--- src/rtl/row_loader_if.sv ---
// row_loader_if: byte-stream and frame-buffer write-port bundle for row_loader.
//   in_valid/in_data/in_sof/in_ready : host byte stream, valid/ready handshake.
//     in_data MSB is the lowest-numbered cell.
//   wr_grant                         : frame buffer write port free (from ~de).
//   wr_en/wr_addr/wr_data            : frame buffer row write port; wr_data[0] is cell 0.
// master = host / frame buffer side, slave = row_loader.
interface row_loader_if #(
  parameter int unsigned COLS   = 100,
  parameter int unsigned ADDR_W = 7
) ();
  logic              in_valid;
  logic [7:0]        in_data;
  logic              in_sof;
  logic              in_ready;
  logic              wr_grant;
  logic              wr_en;
  logic [ADDR_W-1:0] wr_addr;
  logic [0:COLS-1]   wr_data;

  modport master (
    output in_valid, in_data, in_sof, wr_grant,
    input  in_ready, wr_en, wr_addr, wr_data
  );

  modport slave (
    input  in_valid, in_data, in_sof, wr_grant,
    output in_ready, wr_en, wr_addr, wr_data
  );
endinterface

--- src/rtl/row_loader.sv ---
// row_loader: assembles a host byte stream into cell rows and writes each row
// into the frame buffer while the display grants the write port.
// Ports:
//   i_clk          system clock
//   i_rst          synchronous active-low reset
//   io_bus         row_loader_if.slave (byte stream in, row write port out)
//   o_busy         frame load in progress (COLLECT or WAIT_GRANT)
//   o_frame_done   one-cycle pulse after the last row is written
//   o_err          one-cycle pulse on a mid-frame start-of-frame
module row_loader #(
  parameter int unsigned ROWS   = 100,
  parameter int unsigned COLS   = 100,
  parameter int unsigned ADDR_W = 7
) (
  input  logic             i_clk,
  input  logic             i_rst,
  row_loader_if.slave      io_bus,
  output logic             o_busy,
  output logic             o_frame_done,
  output logic             o_err
);

  localparam int unsigned BytesPerRow = (COLS + 7) / 8;
  localparam int unsigned BufW        = BytesPerRow * 8;
  localparam int unsigned KW          = $clog2(BytesPerRow);

  localparam logic [KW-1:0]     LastByte = KW'(BytesPerRow - 1);
  localparam logic [ADDR_W-1:0] LastRow  = ADDR_W'(ROWS - 1);

  typedef enum logic [1:0] {StIdle, StCollect, StWaitGrant} state_e;

  state_e            r_state_q, r_state_d;
  logic [ADDR_W-1:0] r_row_q, r_row_d;
  logic [KW-1:0]     r_k_q, r_k_d;
  logic [0:COLS-1]   r_buf_q, r_buf_d;
  logic              r_frame_done_q, r_frame_done_d;
  logic              r_err_q, r_err_d;

  logic              w_ready;
  logic              w_accept;
  logic              w_store;
  logic              w_wr_en;
  logic [KW-1:0]     w_idx;
  logic [0:COLS-1]   w_mask;
  logic [0:COLS-1]   w_wide;

  // Ready is forced low while reset is held, independent of state.
  assign w_ready  = i_rst && (r_state_q != StWaitGrant);
  assign w_accept = io_bus.in_valid && w_ready;

  always_comb begin
    r_state_d      = r_state_q;
    r_row_d        = r_row_q;
    r_k_d          = r_k_q;
    r_frame_done_d = 1'b0;
    r_err_d        = 1'b0;
    w_store        = 1'b0;
    w_idx          = r_k_q;
    w_wr_en        = 1'b0;
    unique case (r_state_q)
      StIdle: begin
        // Bytes without SOF are accepted and dropped.
        if (w_accept && io_bus.in_sof) begin
          w_store   = 1'b1;
          w_idx     = '0;
          r_row_d   = '0;
          r_k_d     = KW'(1);
          r_state_d = StCollect;
        end
      end
      StCollect: begin
        if (w_accept) begin
          w_store = 1'b1;
          if (io_bus.in_sof) begin
            // Restart the frame; rows already written stay in the buffer.
            r_err_d = (r_k_q != '0) || (r_row_q != '0);
            w_idx   = '0;
            r_row_d = '0;
            r_k_d   = KW'(1);
          end else if (r_k_q == LastByte) begin
            r_k_d     = '0;
            r_state_d = StWaitGrant;
          end else begin
            r_k_d = r_k_q + 1'b1;
          end
        end
      end
      StWaitGrant: begin
        // Only combinational output path: write strobe follows the grant.
        w_wr_en = io_bus.wr_grant && i_rst;
        if (io_bus.wr_grant) begin
          r_k_d = '0;
          if (r_row_q == LastRow) begin
            r_row_d        = '0;
            r_frame_done_d = 1'b1;
            r_state_d      = StIdle;
          end else begin
            r_row_d   = r_row_q + 1'b1;
            r_state_d = StCollect;
          end
        end
      end
      default: r_state_d = StIdle;
    endcase
  end

  // Byte k lands on cells 8k..8k+7, MSB first. Masks are built over the padded
  // byte width and shifted so the pad bits of the last byte fall off the end.
  assign w_mask = COLS'(({8'hFF, {(BufW - 8){1'b0}}} >> {w_idx, 3'b000}) >> (BufW - COLS));
  assign w_wide = COLS'({BytesPerRow{io_bus.in_data}} >> (BufW - COLS));

  always_comb begin
    r_buf_d = r_buf_q;
    if (w_store) begin
      r_buf_d = (r_buf_q & ~w_mask) | (w_wide & w_mask);
    end
  end

  always_ff @(posedge i_clk) begin
    if (!i_rst) begin
      r_state_q      <= StIdle;
      r_row_q        <= '0;
      r_k_q          <= '0;
      r_buf_q        <= '0;
      r_frame_done_q <= 1'b0;
      r_err_q        <= 1'b0;
    end else begin
      r_state_q      <= r_state_d;
      r_row_q        <= r_row_d;
      r_k_q          <= r_k_d;
      r_buf_q        <= r_buf_d;
      r_frame_done_q <= r_frame_done_d;
      r_err_q        <= r_err_d;
    end
  end

  assign io_bus.in_ready = w_ready;
  assign io_bus.wr_en    = w_wr_en;
  assign io_bus.wr_addr  = r_row_q;
  assign io_bus.wr_data  = r_buf_q;
  assign o_busy          = (r_state_q != StIdle);
  assign o_frame_done    = r_frame_done_q;
  assign o_err           = r_err_q;

endmodule

--- src/flat_wrapper.sv ---
// flat-port wrapper written by rule: the top's interface ports become plain ports
module row_loader_flat 
#(
  parameter int unsigned ROWS   = 100,
  parameter int unsigned COLS   = 100,
  parameter int unsigned ADDR_W = 7
)
  (i_clk, i_rst, o_busy, o_frame_done, o_err, io_bus_in_valid, io_bus_in_data, io_bus_in_sof, io_bus_wr_grant, io_bus_in_ready, io_bus_wr_en, io_bus_wr_addr, io_bus_wr_data);
  row_loader_if #(.COLS(COLS), .ADDR_W(ADDR_W)) io_bus_i ();
  input  logic i_clk;
  input  logic i_rst;
  output logic o_busy;
  output logic o_frame_done;
  output logic o_err;
  input wire logic [$bits(io_bus_i.in_valid)-1:0] io_bus_in_valid;
  input wire logic [$bits(io_bus_i.in_data)-1:0] io_bus_in_data;
  input wire logic [$bits(io_bus_i.in_sof)-1:0] io_bus_in_sof;
  input wire logic [$bits(io_bus_i.wr_grant)-1:0] io_bus_wr_grant;
  output wire logic [$bits(io_bus_i.in_ready)-1:0] io_bus_in_ready;
  output wire logic [$bits(io_bus_i.wr_en)-1:0] io_bus_wr_en;
  output wire logic [$bits(io_bus_i.wr_addr)-1:0] io_bus_wr_addr;
  output wire logic [$bits(io_bus_i.wr_data)-1:0] io_bus_wr_data;
  assign io_bus_i.in_valid = io_bus_in_valid;
  assign io_bus_i.in_data = io_bus_in_data;
  assign io_bus_i.in_sof = io_bus_in_sof;
  assign io_bus_i.wr_grant = io_bus_wr_grant;
  assign io_bus_in_ready = io_bus_i.in_ready;
  assign io_bus_wr_en = io_bus_i.wr_en;
  assign io_bus_wr_addr = io_bus_i.wr_addr;
  assign io_bus_wr_data = io_bus_i.wr_data;
  row_loader #(.ROWS(ROWS), .COLS(COLS), .ADDR_W(ADDR_W)) u_core (.i_clk(i_clk), .i_rst(i_rst), .io_bus(io_bus_i), .o_busy(o_busy), .o_frame_done(o_frame_done), .o_err(o_err));
endmodule
--- config.mk ---
export PLATFORM = sky130hd
export DESIGN_NAME = row_loader_flat
export DESIGN_NICKNAME = d
export VERILOG_FILES = /design/src/rtl/row_loader_if.sv /design/src/rtl/row_loader.sv /design/src/flat_wrapper.sv
export SDC_FILE = /design/constraint.sdc
export NUM_CORES = 1
export LEC_CHECK = 0
export ABC_AREA = 1
export ABC_CLOCK_PERIOD_IN_PS = 2090
export BUFFER_PORTS_ARGS = -buffer_cell sky130_fd_sc_hd__buf_2
export CELL_PAD_IN_SITES_DETAIL_PLACEMENT = 2
export CELL_PAD_IN_SITES_GLOBAL_PLACEMENT = 2
export CORE_MARGIN = 5
export CORE_UTILIZATION = 29
export CTS_BUF_LIST = sky130_fd_sc_hd__clkbuf_16
export DETAILED_ROUTE_END_ITERATION = 10
export PLACE_DENSITY_LB_ADDON = 0.08
export SLEW_MARGIN = 20
export SYNTH_ARGS = -nofsm -noshare
export SYNTH_HDL_FRONTEND = slang
export SYNTH_SLANG_ARGS = --single-unit
--- constraint.sdc ---
create_clock -name i_clk -period 2.09 [get_ports i_clk]
set_input_delay 0.418 -clock i_clk [delete_from_list [all_inputs] [get_ports i_clk]]
set_output_delay 0.418 -clock i_clk [all_outputs]
set_load 0.02 [all_outputs]
==> After elaboration in Yosys (flattened, before gate mapping) <==
Cells that the tools add are included.
{ "op_classes": {"n_lt_le_gt_ge": 0, "shifts": 1, "bitwise_logic": 4, "n_mux": 28, "mul": 0, "div": 0, "n_reduce_logical": 15, "add_sub_neg": 2, "eq_ne": 11} }
{ "op_table": {"columns": ["op", "count"], "rows": [
  ["AND 100 bit", 2],
  ["right shift 104 x 7 -> 104 bit (first input constant)", 1],
  ["inverter 100 bit", 1],
  ["OR 100 bit", 1],
  ["2-to-1 mux 7 bit", 5],
  ["2-to-1 mux 4 bit", 8],
  ["case mux 7 bit (3 select lines)", 1],
  ["case mux 4 bit (3 select lines)", 1],
  ["2-to-1 mux 2 bit", 5],
  ["AND reduction 5 bit", 2],
  ["!= test 2 bit (second input constant)", 4],
  ["case mux 4 bit (2 select lines)", 1],
  ["AND reduction 4 bit", 2],
  ["adder 7 x 1 -> 7 bit (second input constant)", 1],
  ["equality test 7 bit (second input constant)", 1],
  ["nonzero test 7 bit", 1],
  ["!= test 2 x 1 -> 1 bit (second input constant)", 3],
  ["case mux 2 bit (3 select lines)", 1],
  ["2-to-1 mux 1 bit", 5],
  ["adder 4 x 1 -> 4 bit (second input constant)", 1],
  ["equality test 4 bit (second input constant)", 1],
  ["logical AND 1 bit", 4],
  ["nonzero test 4 bit", 1],
  ["AND reduction 3 bit", 1],
  ["other kinds (7)", 7]
]} }
{ "totals": {"n_memories": 0, "mem_bits_rw": 0, "wordCells": 67, "rom_bits": 0, "in_bits": 13, "out_inout_bits": 112, "latch_bits": 0, "regBits": 115} }

==> Longest topological paths before layout <==
{ "depth": {"depth_word": 10, "depth_mapped": 13, "mapped_depth_nobuf": 12} }

==> Worst setup path before layout <==
No wires, ideal clock.
{ "synth_timing": {"path_type": "register to register", "start": "register u_core.r_state_q[0]", "end": "register (tool-made name)", "period_less_slack_ps": 1805, "setup_slack_ps": 285, "stages_incl_launch_ff": 14, "arrival_time_ps": 1692, "path_buffers": 1, "setup_time_ps": 113, "t_required_ps": 1977, "path_cell_list": "dfxtp_1 inv_1 ha_1 inv_2 nand2_4 nor2_4 nand2_2 clkinv_2 nand3_4 nor2_4 buf_6 nand2_1 nand2_1 nor2_1"} }
{ "synth_rtl": {"columns": ["item", "line", "rtl"], "rows": [
  ["from (decl)", "row_loader.sv:32", "state_e r_state_q, r_state_d;"],
  ["from (signal assigned)", "row_loader.sv:121", "r_state_q <= StIdle;"],
  ["from (signal assigned)", "row_loader.sv:128", "r_state_q <= r_state_d;"]
]} }

==> reports/results.txt <==
From synthesis to final layout, the design area changed by 34.4%. At the pin with the least slew margin, the transition time is 548 ps. After clock tree synthesis, the clock-pin slew on the worst setup and hold paths is 50 ps.

The run gives 496 MHz as the maximum clock frequency. For the die footprint, the log shows 19900 um2. The logs give 0.383 for the share of power burned in the clock network and 410 ps for the later-pin clock latency in the skew report. The share of post-route cells with drive strength above 1 is 0.269.

The type of the worst setup path was reg -> reg. The average cell area after synthesis is 7.21 um2, and the reported leakage power is 0.00311 uW. The run gives 17 as the number of clock buffers inserted by TritonCTS.

The initial antenna violation count was 0. When the netlist entered floorplanning its net count stood at 715. STA classifies the critical path startpoint as a flip-flop. 0 antenna diodes ended up in the layout. The sequential element share of the synthesized area came out at 0.461. Counting every instance in the synthesized netlist gives 693.

The areal power density over the cells works out to 1070 nW/um2. The pin count of the biggest net entering global routing came out at 56. The number of pins exceeding their max-slew limit in the final report came out at 0. The number of detailed-routing iterations run before antenna repair was 4.

The Yosys step of the flow raised 0 warnings. The number of levels in the clock H-tree was 4; the worst hold slack was 286 ps. The run gives 2320 ps as the arrival time at the worst endpoint.

The total standard cell area after synthesis is 4990 um2, and the post-detailed-route count of antenna-violating nets is 0. The number of nets at the end of the flow is 863. Along the worst path, the maximum fanout reaches 16. The tools report the final routed DRC violation total as 0. The worst path needs 2020 ps of the cycle, external delays included. The count of buffers added on input and output ports is 124.

The internal power of the cells totals 4720 uW. The run gives 0.632 as the relative max-transition margin. Effective utilization at floorplan: 0.292.

The highest metal layer carrying signal wires in the routed design is met4. The count of endpoints failing hold in the final timing report was 0; the number of clock sinks was 115. For this block, wires on met1 add up to 7.92 mm. The tools report the count of fill cells added during filler insertion as 2061. The internal reg-to-reg setup slack was 70 ps.

The count of standard-cell rows was 48; the DRC marker count from the first detailed-route iteration was 121. Total I/O pin count: 125. Weighted congestion at the end of routability-driven global placement: 0.806. Total number of vias: 4973. TritonCTS built the clock tree. The switching power summed over all nets was 2450 uW. Summed over all layers, the global routing overflow is 0.

Post-route clock skew: 7.96 ps. The run gives 0.570 mV as the worst ir drop on vdd. For hold timing, the worst endpoint is u_core.o_frame_done. The total wire length after detailed routing was 18.2 mm; the vertical die dimension was 141 um. The proportion of total power due to net switching was 0.341; the overall power after layout was 7170 uW. The final HPWL from detailed placement is 12.6 mm, and the detailed-routed wire length on met3 is 655 um. The worst reg-to-reg path cell count was 13; the count of cells along the worst hold path was 3. The run finished with clean final reports.

Setup violations remaining at the end of the flow were counted as 0. The hold buffer count at CTS is 0, and the first-pass GRT wire length is 28.2 mm. The tools report the overall global routing resource usage as 0.178. Counting distinct cell types in the post-synthesis netlist gives 33. The floorplan step defined a core boundary enclosing 17100 um2. After detailed routing, the met2 layer carries 9.46 mm of wire. Root buffer cell: sky130_fd_sc_hd__clkbuf_16. The startpoint identified for the worst hold timing path is io_bus_wr_grant. After detailed routing, the number of vias per cell comes to 4.61.

Sequential share of power: 0.345. The tools report the combinational share of power as 0.272. The path class of the tightest hold or removal check is in -> reg. The number of global-route vias before repair was 5329. The tool flagged a number of max-cap violations equal to 0. The share of the clock period used by the worst path after layout came out at 0.965. The worst setup path is captured at a flip-flop. The die is 141 um wide. The register bit total from synthesis is 115.

The required time of the critical path came out at 2390 ps. The clock passes through at most 2 buffers. Worst reg2reg path startpoint: u_core.r_state_q[0]. The detailed-route wire length per cell was 16.9 um.
## layout by cell type (no fill, tap or decap), types with 6 or more instances in the layout
cell	count
sky130_fd_sc_hd__buf_12	6
sky130_fd_sc_hd__buf_4	17
sky130_fd_sc_hd__nand3_1	47
sky130_fd_sc_hd__nor2_4	14
sky130_fd_sc_hd__ha_1	6
sky130_fd_sc_hd__nor2_1	219
sky130_fd_sc_hd__inv_2	9
sky130_fd_sc_hd__o21ai_0	39
sky130_fd_sc_hd__a21oi_1	10
sky130_fd_sc_hd__clkinv_2	7
sky130_fd_sc_hd__nand2_1	142
sky130_fd_sc_hd__clkbuf_16	19
sky130_fd_sc_hd__dfxtp_1	113
sky130_fd_sc_hd__buf_2	123
sky130_fd_sc_hd__inv_1	31
## cell families after synthesis
logic type | share of synthesized area
AO/OA/AOI/OAI | 0.0589
AND/OR/NAND/NOR | 0.388
adder cells (fa/ha/maj) | 0.0225
buffers and inverters | 0.0624
flip-flops | 0.461
XOR/XNOR | 0.00702
## cell usage after synthesis
cell type / count / area, um2
sky130_fd_sc_hd__a211oi_1: 1 / 7.51
sky130_fd_sc_hd__a21oi_1: 10 / 50.1
sky130_fd_sc_hd__buf_1: 3 / 11.3
sky130_fd_sc_hd__buf_12: 1 / 20.0
sky130_fd_sc_hd__buf_2: 1 / 5.00
sky130_fd_sc_hd__buf_4: 4 / 30.0
sky130_fd_sc_hd__buf_6: 4 / 45.0
sky130_fd_sc_hd__clkbuf_1: 8 / 30.0
sky130_fd_sc_hd__clkinv_1: 4 / 15.0
sky130_fd_sc_hd__clkinv_2: 1 / 5.00
sky130_fd_sc_hd__dfxtp_1: 115 / 2300
sky130_fd_sc_hd__ha_1: 9 / 113
sky130_fd_sc_hd__inv_1: 32 / 120
sky130_fd_sc_hd__inv_2: 8 / 30.0
sky130_fd_sc_hd__nand2_1: 143 / 537
sky130_fd_sc_hd__nand2_2: 4 / 25.0
sky130_fd_sc_hd__nand2_4: 4 / 45.0
sky130_fd_sc_hd__nand3_1: 48 / 240
sky130_fd_sc_hd__nand3_4: 2 / 35.0
sky130_fd_sc_hd__nand4_2: 1 / 12.5
sky130_fd_sc_hd__nand4_4: 1 / 21.3
sky130_fd_sc_hd__nor2_1: 220 / 826
sky130_fd_sc_hd__nor2_2: 4 / 25.0
sky130_fd_sc_hd__nor2_4: 13 / 146
sky130_fd_sc_hd__nor3_1: 4 / 20.0
sky130_fd_sc_hd__nor4_1: 1 / 6.26
sky130_fd_sc_hd__o21a_1: 1 / 7.51
sky130_fd_sc_hd__o21ai_0: 39 / 195
sky130_fd_sc_hd__o21ai_1: 1 / 5.00
sky130_fd_sc_hd__o21ai_4: 1 / 16.3
sky130_fd_sc_hd__o31ai_2: 1 / 12.5
sky130_fd_sc_hd__xnor2_1: 1 / 8.76
sky130_fd_sc_hd__xor2_1: 3 / 26.3
## power groups by stage
stage | clock network, uW | registers (uW) | logic (uW)
2_1_floorplan | 0 | 2560 | 1110
6_report | 2740 | 2480 | 1950
3_3_place_gp | 0 | 2490 | 1700
4_1_cts | 2800 | 2460 | 1770
3_5_place_dp | 0 | 2510 | 1750
5_1_grt | 2920 | 2500 | 2170
## critical path, stage by stage (launching register included)
cell and delay [ps]:
sky130_fd_sc_hd__dfxtp_4 380, sky130_fd_sc_hd__inv_4 50, sky130_fd_sc_hd__ha_2 190, sky130_fd_sc_hd__inv_2 110
sky130_fd_sc_hd__nand2_4 70, sky130_fd_sc_hd__nor2_4 150, sky130_fd_sc_hd__nand2_4 110, sky130_fd_sc_hd__nand2_8 100
sky130_fd_sc_hd__nand2_8 90, sky130_fd_sc_hd__nor2_4 200, sky130_fd_sc_hd__clkbuf_16 210, sky130_fd_sc_hd__nand3_1 100
sky130_fd_sc_hd__nand2_1 120, sky130_fd_sc_hd__nor2_1 50
## area by class of cell
class,instances,area (um2),share of cell area
multi-input combinational,514,2480,0.369
timing repair buffer,148,913,0.136
inverter,45,180,0.0268
sequential,115,2310,0.344
tap,225,282,0.0419
clock buffer,17,425,0.0634
clock inverter,15,126,0.0188
## timing repair
| action | in CTS | in global routing |
|---|---|---|
| gates cloned | 0 | 4 |
| setup endpoints to repair | 37 | 99 |
| buffers inserted | 2 | 10 |
| gates resized for setup | 1 | 26 |
| pin swaps | 3 | 15 |
## worst max-delay path by stage
stage | from | end | cells past startpoint
after floorplan | u_core.r_state_q[0] | flip-flop | 13
final | u_core.r_state_q[0] | flip-flop | 13
after global routing | u_core.r_state_q[0] | flip-flop | 13
after global placement | u_core.r_state_q[1] | flip-flop | 11
after detailed placement | u_core.r_state_q[1] | flip-flop | 11
after CTS | u_core.r_state_q[0] | flip-flop | 11
## metal layers
metal  GRT usage  vias to the layer above
li1            -                     2461
met1       0.214                     2423
met4      0.0439                        0
met3      0.0400                       12
met2       0.320                       77
met5           0                        -
## through the flow
stage	TNS (ps)	cell area (um2)	setup WS [ps]	util	cells
after floorplan	0	4990	285	-	693
after global placement	0	5860	75.9	0.342	1031
after detailed placement	-324	5860	-47.3	0.342	1031
after CTS	-254	6450	-52.3	0.377	1065
after global routing	-56.6	6720	-29.9	0.392	1079
final	0	6720	72.4	0.392	1079
Note: power is estimated with default switching activity, not from simulation.
